**src/rtl/muldiv_seq.sv**
```systemverilog
`default_nettype none
// ============================================================================
//  Module   : muldiv_seq
//  Brief    : Multi-cycle unsigned MUL/DIVU/REMU sequencer borrowing the
//             core's shared combinational ALU for every add/sub/compare.
//  Revision : 1.0 - initial release
// ============================================================================
module muldiv_seq #(
    parameter int XLEN = 32
) (
    input  logic            clk,
    input  logic            rst,
    input  logic            start,
    input  logic [1:0]      op_sel,
    input  logic [XLEN-1:0] a,
    input  logic [XLEN-1:0] b,
    output logic            busy,
    output logic            done,
    output logic [XLEN-1:0] result,
    output logic [XLEN-1:0] alu_a,
    output logic [XLEN-1:0] alu_b,
    output logic [4:0]      alu_op,
    input  logic [XLEN-1:0] alu_res
);

    localparam int                c_CW       = $clog2(XLEN);
    localparam logic [c_CW-1:0]   c_LAST     = c_CW'(XLEN - 1);

    localparam logic [1:0]        c_OP_MUL   = 2'd0;
    localparam logic [1:0]        c_OP_DIVU  = 2'd1;
    localparam logic [1:0]        c_OP_REMU  = 2'd2;

    localparam logic [4:0]        c_ALU_PASS = 5'd0;
    localparam logic [4:0]        c_ALU_ADD  = 5'd1;
    localparam logic [4:0]        c_ALU_SUB  = 5'd5;
    localparam logic [4:0]        c_ALU_SLTU = 5'd6;

    typedef enum logic [2:0] {
        S_IDLE     = 3'd0,
        S_MUL_STEP = 3'd1,
        S_DIV_CMP  = 3'd2,
        S_DIV_SUB  = 3'd3,
        S_DONE     = 3'd4
    } state_t;

    state_t            r_state;
    state_t            w_state_nxt;

    // r_acc doubles as the divide remainder, r_mp as the quotient
    logic [XLEN-1:0]   r_acc;
    logic [XLEN-1:0]   r_mc;
    logic [XLEN-1:0]   r_mp;
    logic [XLEN-1:0]   r_dvs;
    logic [XLEN-1:0]   r_rs;
    logic              r_take;
    logic [1:0]        r_op;
    logic [c_CW-1:0]   r_cnt;
    logic [XLEN-1:0]   r_result;

    logic [XLEN-1:0]   w_rs;
    logic              w_c;
    logic [XLEN-1:0]   w_acc_nxt;
    logic [XLEN-1:0]   w_rem_nxt;
    logic [XLEN-1:0]   w_quo_nxt;

    assign w_rs      = {r_acc[XLEN-2:0], r_mp[XLEN-1]};
    assign w_c       = r_acc[XLEN-1];
    assign w_acc_nxt = r_mp[0] ? alu_res : r_acc;
    assign w_rem_nxt = r_take ? alu_res : r_rs;
    assign w_quo_nxt = r_mp | {{(XLEN-1){1'b0}}, r_take};
    assign result    = r_result;

    always_ff @(posedge clk) begin
        if (rst) begin
            r_state <= S_IDLE;
        end else begin
            r_state <= w_state_nxt;
        end
    end

    always_comb begin
        w_state_nxt = r_state;
        alu_a       = '0;
        alu_b       = '0;
        alu_op      = c_ALU_PASS;
        busy        = (r_state != S_IDLE);
        done        = 1'b0;
        case (r_state)
            S_IDLE: begin
                if (start) begin
                    case (op_sel)
                        c_OP_MUL:  w_state_nxt = S_MUL_STEP;
                        c_OP_DIVU,
                        c_OP_REMU: w_state_nxt = (b == '0) ? S_DONE : S_DIV_CMP;
                        default:   w_state_nxt = S_DONE;
                    endcase
                end
            end
            S_MUL_STEP: begin
                alu_a  = r_acc;
                alu_b  = r_mc;
                alu_op = c_ALU_ADD;
                if (r_cnt == c_LAST) w_state_nxt = S_DONE;
            end
            S_DIV_CMP: begin
                alu_a       = w_rs;
                alu_b       = r_dvs;
                alu_op      = c_ALU_SLTU;
                w_state_nxt = S_DIV_SUB;
            end
            S_DIV_SUB: begin
                alu_a       = r_rs;
                alu_b       = r_dvs;
                alu_op      = c_ALU_SUB;
                w_state_nxt = (r_cnt == c_LAST) ? S_DONE : S_DIV_CMP;
            end
            S_DONE: begin
                done        = 1'b1;
                w_state_nxt = S_IDLE;
            end
            default: w_state_nxt = S_IDLE;
        endcase
    end

    always_ff @(posedge clk) begin
        if (rst) begin
            r_acc    <= '0;
            r_mc     <= '0;
            r_mp     <= '0;
            r_dvs    <= '0;
            r_rs     <= '0;
            r_take   <= 1'b0;
            r_op     <= '0;
            r_cnt    <= '0;
            r_result <= '0;
        end else begin
            case (r_state)
                S_IDLE: begin
                    if (start) begin
                        r_op  <= op_sel;
                        r_cnt <= '0;
                        r_acc <= '0;
                        r_mc  <= a;
                        r_dvs <= b;
                        r_mp  <= (op_sel == c_OP_MUL) ? b : a;
                        case (op_sel)
                            c_OP_MUL: ;
                            c_OP_DIVU: if (b == '0) r_result <= '1;
                            c_OP_REMU: if (b == '0) r_result <= a;
                            default:   r_result <= '0;
                        endcase
                    end
                end
                S_MUL_STEP: begin
                    r_acc <= w_acc_nxt;
                    r_mc  <= r_mc << 1;
                    r_mp  <= r_mp >> 1;
                    r_cnt <= r_cnt + 1'b1;
                    if (r_cnt == c_LAST) r_result <= w_acc_nxt;
                end
                S_DIV_CMP: begin
                    // rem[31] set means the true 33-bit partial remainder exceeds any divisor
                    r_rs   <= w_rs;
                    r_take <= w_c | (alu_res == '0);
                    r_mp   <= r_mp << 1;
                end
                S_DIV_SUB: begin
                    r_acc <= w_rem_nxt;
                    r_mp  <= w_quo_nxt;
                    r_cnt <= r_cnt + 1'b1;
                    if (r_cnt == c_LAST) begin
                        r_result <= (r_op == c_OP_DIVU) ? w_quo_nxt : w_rem_nxt;
                    end
                end
                default: ;
            endcase
        end
    end

endmodule
`default_nettype wire
```
**config.mk**
```make
export PLATFORM = sky130hd
export DESIGN_NAME = muldiv_seq
export DESIGN_NICKNAME = d
export VERILOG_FILES = /design/src/rtl/muldiv_seq.sv
export SDC_FILE = /design/constraint.sdc
export NUM_CORES = 1
export LEC_CHECK = 0
export ABC_AREA = 0
export CORE_MARGIN = 4
export CORE_UTILIZATION = 54
export CTS_CLUSTER_DIAMETER = 200
export DETAILED_ROUTE_END_ITERATION = 16
export PLACE_DENSITY_LB_ADDON = 0.25
export RECOVER_POWER = 50
export SKIP_LAST_GASP = 1
export SYNTH_ARGS = -nofsm -noshare
export SYNTH_HDL_FRONTEND = slang
export SYNTH_SLANG_ARGS = --single-unit
export TNS_END_PERCENT = 5
```
**constraint.sdc**
```tcl
create_clock -name clk -period 2 [get_ports clk]
set_input_delay 0.3 -clock clk [delete_from_list [all_inputs] [get_ports clk]]
set_output_delay 0.3 -clock clk [all_outputs]
set_load 0.1 [all_outputs]
```
# After elaboration in Yosys (flattened, before gate mapping)
# Index checks and enable logic that the tools add are counted.
# totals
out_inout_bits	103
elab_cells	75
reg_bits	203
# op_classes
mux	29
bitwise	2
add_sub_neg	1
n_reduce_logical	19
n_eq_ne	14
# ops
cell	n
$mux 32	12
$pmux 32 s3	4
$pmux 32 s2	2
$pmux 32 s4	1
$logic_not 32->1	2
$or 32x1->32	1
$mux 3	4
$pmux 3 s4	1
$reduce_and 2->1	6
$pmux 5 s2	1
$pmux 3 s3	1
$ne 2x2->1 const B	4
$reduce_and 7->1	1
$eq 3x2->1 const B	2
$ne 3x3->1 const B	2
$pmux 3 s2	1
$reduce_bool 3->1	2
$reduce_or 2->1	3
$add 5x1->5 const B	1
$eq 5x5->1 const B	1
$mux 5	1
$eq 2x1->1 const B	2
$reduce_bool 2->1	2
$reduce_bool 4->1	1
7 further kinds	7

# Logic depth before layout (Yosys ltp)
# depth
word_depth	5
ltp_mapped	9
ltp_nobuf	8

# Worst setup path after synthesis
# Ideal clock, no wire load.
# synth_timing
path_kind	reg2out
start	reg r_state[1]
end	out alu_a[0]
path_stages_with_launch	8
t_arrival_ps	2534
required_ps	1700
setup_slack_ps	-834
path_buffers	3
path_cell_list	dfxtp_1 -> buf_4 -> inv_2 -> buf_2 -> nor2_1 -> clkbuf_1 -> a22oi_1 -> nor2_1
# synth_between
elab_chain_len	2
elab_cells_between_ends	4
cone_classes	eq/ne (3); mux (1)
# synth_lines
element	line	rtl
start, declared	46	state_t r_state;
start signal, assigned	77	r_state <= w_state_nxt;
$eq 3x2->1 or $eq 3x1->1 (tied branches)	88	case (r_state)
$pmux 32 s3 *	88	
end, declared	20	output logic [XLEN-1:0] alu_a,
# Mark *: on every way between the ends. The rest lies on a longest branch, timed or not.

# Worst setup path after layout
# layout_timing
start	reg r_state[1]
end	out alu_b[15]
# layout_between
elab_chain_len	3
elab_cells_between_ends	5
cone_classes	eq/ne (3); mux (1); reduce/logical (1)
# layout_lines
element	line	rtl
$eq 3x2->1	88	
$reduce_or 2->1 (no line)	-	
$pmux 32 s2 *	88	
end, declared	21	output logic [XLEN-1:0] alu_b,
# Marks and branches as above.

==> impl_metrics.sql <==
INSERT INTO impl_metrics (metric_group, metric, value, unit) VALUES
('floorplan', 'core.rowCount', '53', ''),
('global_routing', 'grt_antenna_before_repair', '0', ''),
('yosys', 'synth_top_area_cell', 'dfxtp_1', ''),
('timing', 'unrepaired_setup_endpoints_after_global_routing', 'true', ''),
('placed_design', 'detailedPlacementHpwl', '28700', 'um'),
('timing', 'fin_worst_hold_slack', '0.143', 'ns'),
('cells_and_area', 'flow.area_growth_from_synthesis', '39.2', '%'),
('floorplan', 'core_region_area', '0.0212', 'mm^2'),
('outcome', 'run_status', 'complete, but fails checks', ''),
('yosys', 'synth-simple-area-share', '22.6', '%'),
('cts', 'cts_made_buffers', '22', ''),
('yosys', 'largest_family_of_logic_cells_by_synthesized_area', 'compound AO/OA/AOI/OAI gates', ''),
('pwr', 'fin_total_pwr', '23.7', 'mW'),
('floorplan', 'dieWidth', '156', 'um'),
('cts', 'clk_root_buffer_cell', 'clkbuf_16', ''),
('yosys', 'synth_seq_cells', '203', ''),
('hold_path', 'hold_path_class', 'in -> reg', ''),
('drt', 'routed_wire_length_per_instance', '21.5', 'um'),
('cells_and_area', 'n_fill_cell', '1516', ''),
('placed_design', 'gpl.final_weighted_congestion', '0.939', ''),
('yosys', 'ys_types', '48', ''),
('cells_and_area', 'post-route-cell-area', '0.0164', 'mm^2'),
('cts', 'cts.reportedPaths.clkPinSlew', '0.06', 'ns'),
('critical_path', 'worst_path_max_delay_cell', 'dfxtp_4', ''),
('yosys', 'synth-warning-count', '0', ''),
('timing', 'worst_pin_slew', '1.21', 'ns'),
('critical_path', 'crit_path_max_incr_delay', '0.44', 'ns'),
('drt', 'routed_wirelength', '42600', 'um'),
('cts', 'cts-root-to-sink-buffers', '3', ''),
('timing', 'max_freq', '434', 'MHz'),
('timing', 'finalMaxSlewViolations', '0', ''),
('yosys', 'yosys.area_share.adder', '0.637', '%'),
('yosys', 'synthFlopType', 'dfxtp_1', ''),
('critical_path', 'worstPathCellList', 'inv_2 > nor2_4 > clkbuf_16 > a22o_2 > buf_12', ''),
('pwr', 'power_per_cell_area', '1450', 'mW/mm^2'),
('yosys', 'synth.top_cells.by_area', 'dfxtp_1 35%, nor2_1 9.6%, nand2_1 6.5%', ''),
('critical_path', 'worstPathArrival', '2.00', 'ns'),
('floorplan', 'initial_utilization', '55.5', '%'),
('yosys', 'synth.avg_cell_area', '7.81', 'um^2'),
('placed_design', 'buffer_ports.inserted', '201', ''),
('pwr', 'power.share.switching', '47.8', '%'),
('floorplan', 'die_area', '0.0242', 'mm^2'),
('drt', 'detail_route.iter0.violations', '1259', ''),
('drt', 'ant_nets', '0', ''),
('global_routing', 'maximum_number_of_pins_on_one_net_before_global_route_repair', '70', ''),
('global_routing', 'via_count_of_the_first_global_routing_pass', '12500', ''),
('floorplan', 'die-height', '156', 'um'),
('yosys', 'synth_async_sr_flop_share', '0', '%'),
('cells_and_area', 'final_util', '77.3', '%'),
('drt', 'routed_via_density', '6.44', ''),
('cts', 'htreeDepth', '1', ''),
('timing', 'final.setup.worst_slack', '-0.305', 'ns'),
('critical_path', 'critical_path.endpoint_type', 'output port', ''),
('global_routing', 'grt_first_pass_wirelength', '65200', 'um'),
('job', 'max_cap_violations', '0', ''),
('pwr', 'power_report.internal_total', '12.4', 'mW'),
('critical_path', 'setup.worst_path.start_class', 'register', ''),
('timing', 'final-setup-viol-count', '140', ''),
('pwr', 'netSwitchingPower', '11.3', 'mW'),
('cts', 'clkSinkCount', '203', ''),
('critical_path', 'worstPathRequired', '1.70', 'ns'),
('cts', 'cts-hold-fix-buffers', '0', ''),
('global_routing', 'overflow', '0', ''),
('yosys', 'synth_compound_area_share', '24.1', '%'),
('pwr', 'power.clock.fraction', '18.3', '%'),
('cts', 'cts_tree', 'yes', ''),
('timing', 'clock_skew', '0.00775', 'ns'),
('yosys', 'synthesis.area', '0.0118', 'mm^2'),
('floorplan', 'io_pins', '204', ''),
('placed_design', 'dpl-instance-area', '0.0153', 'mm^2'),
('outcome', 'failed_checks', 'negative setup slack', '');
Yosys cell counts (8+ instances only):
cell type    n
a211oi_2    31
a21oi_1    140
a221oi_1    21
a221oi_2    10
a22o_1      32
a22oi_1     32
a2bb2oi_1   30
a311oi_1    31
buf_1       10
buf_2       56
buf_4       10
buf_6        8
clkbuf_1    65
dfxtp_1    203
mux2_2      63
mux2i_1     66
nand2_1    203
nor2_1     301
nor3_1      99
nor4_1      16
o22a_1      30
power groups by stage:
stage | combinational (mW) | clock [mW] | sequential [mW]
finish | 13.2 | 4.34 | 6.20
global route | 13.9 | 4.50 | 6.28
CTS | 12.9 | 4.34 | 6.11
detailed placement | 12.4 | 0 | 6.15
global placement | 12.2 | 0 | 6.12
floorplan | 7.79 | 0 | 7.12
registers in the layout, indices dropped and copies added, names as in the netlist, 2 cells and up:
name and cells:
r_acc 32, r_cnt 5, r_dvs 32, r_mc 32, r_mp 32, r_op 2, r_rs 32, r_state 3
result 32
cells in the final DEF (no fill, tap or decap), types with 6 or more instances in the layout:
| cell type | instances |
|---|---|
| nor3_1 | 99 |
| nor4_1 | 16 |
| o22a_1 | 30 |
| a22o_2 | 20 |
| a22o_1 | 7 |
| dfxtp_1 | 199 |
| a221oi_1 | 21 |
| a311oi_1 | 31 |
| clkdlybuf4s50_1 | 99 |
| clkbuf_2 | 34 |
| nand2_1 | 202 |
| mux2i_1 | 66 |
| a22oi_1 | 8 |
| buf_4 | 72 |
| a22oi_2 | 24 |
| nor2_1 | 265 |
| a221oi_2 | 10 |
| buf_12 | 92 |
| clkbuf_1 | 7 |
| nor2_4 | 34 |
| mux2_2 | 63 |
| a211oi_2 | 31 |
| a21oi_1 | 139 |
| a2bb2oi_1 | 30 |
| clkbuf_16 | 26 |
| a211oi_1 | 6 |
logic make-up (layout without fill, tap and decap cells):
group                      count (synthesis)  after routing
and+or+nand+nor                          644            645
AOI/OAI and AO/OA                        369            369
DFF                                      203            203
buffers and inverters                    155            353
muxes                                    129            129
adders and majority gates                  6              6
xor gates and xnor gates                   2              2
other                                      1              2
worst max-delay path, delay by kind of cell (launching register included):
kind | cells | cell delay, ns
AOI/OAI and AO/OA | 1 | 0.20
buffers and inverters | 3 | 0.57
DFF | 1 | 0.44
and+or+nand+nor | 1 | 0.27
stage by stage:
| stage | instances | setup WS (ns) |
|---|---|---|
| 3_5_place_dp | 1934 | -0.677 |
| 4_1_cts | 1977 | -0.256 |
| 3_3_place_gp | 1934 | -0.528 |
| 6_report | 1984 | -0.305 |
| 2_1_floorplan | 1510 | -0.242 |
| 5_1_grt | 1984 | -0.323 |
final cells by class:
class / count / area [um^2] / share of cell area (%)
multi-input combinational: 1153 / 7440 / 45.4
sequential: 203 / 4080 / 24.9
timing repair buffer: 309 / 3750 / 22.9
clock buffer: 33 / 653 / 3.98
tap: 275 / 344 / 2.10
clock inverter: 5 / 101 / 0.618
inverter: 6 / 30.0 / 0.183
layer usage:
| metal | routed length [um] | track usage [%] | up-vias |
|---|---|---|---|
| met5 | 0 | 0 | - |
| met4 | 2150 | 14.3 | 0 |
| met3 | 3370 | 3.72 | 178 |
| met2 | 21100 | 56.5 | 758 |
| met1 | 16000 | 40.9 | 6054 |
| li1 | - | - | 5787 |
final timing paths:
kind	start	endpoint	slack, ns	cells past startpoint
setup / recovery	r_state[1]	alu_b[15]	-0.30	5
hold / removal	rst	r_dvs[18]	0.14	2
setup reg to reg	r_state[1]	r_acc[28]	-0.29	6
hold reg to reg	r_dvs[26]	r_dvs[26]	0.46	2
timing repair:
item	in CTS	in global routing
endpoints found under the setup margin	132	134
resized for setup	36	6
pin swaps	2	3
cloned	3	4
buffers inserted	2	3
No activity file was read; power rests on OpenSTA's default activity.
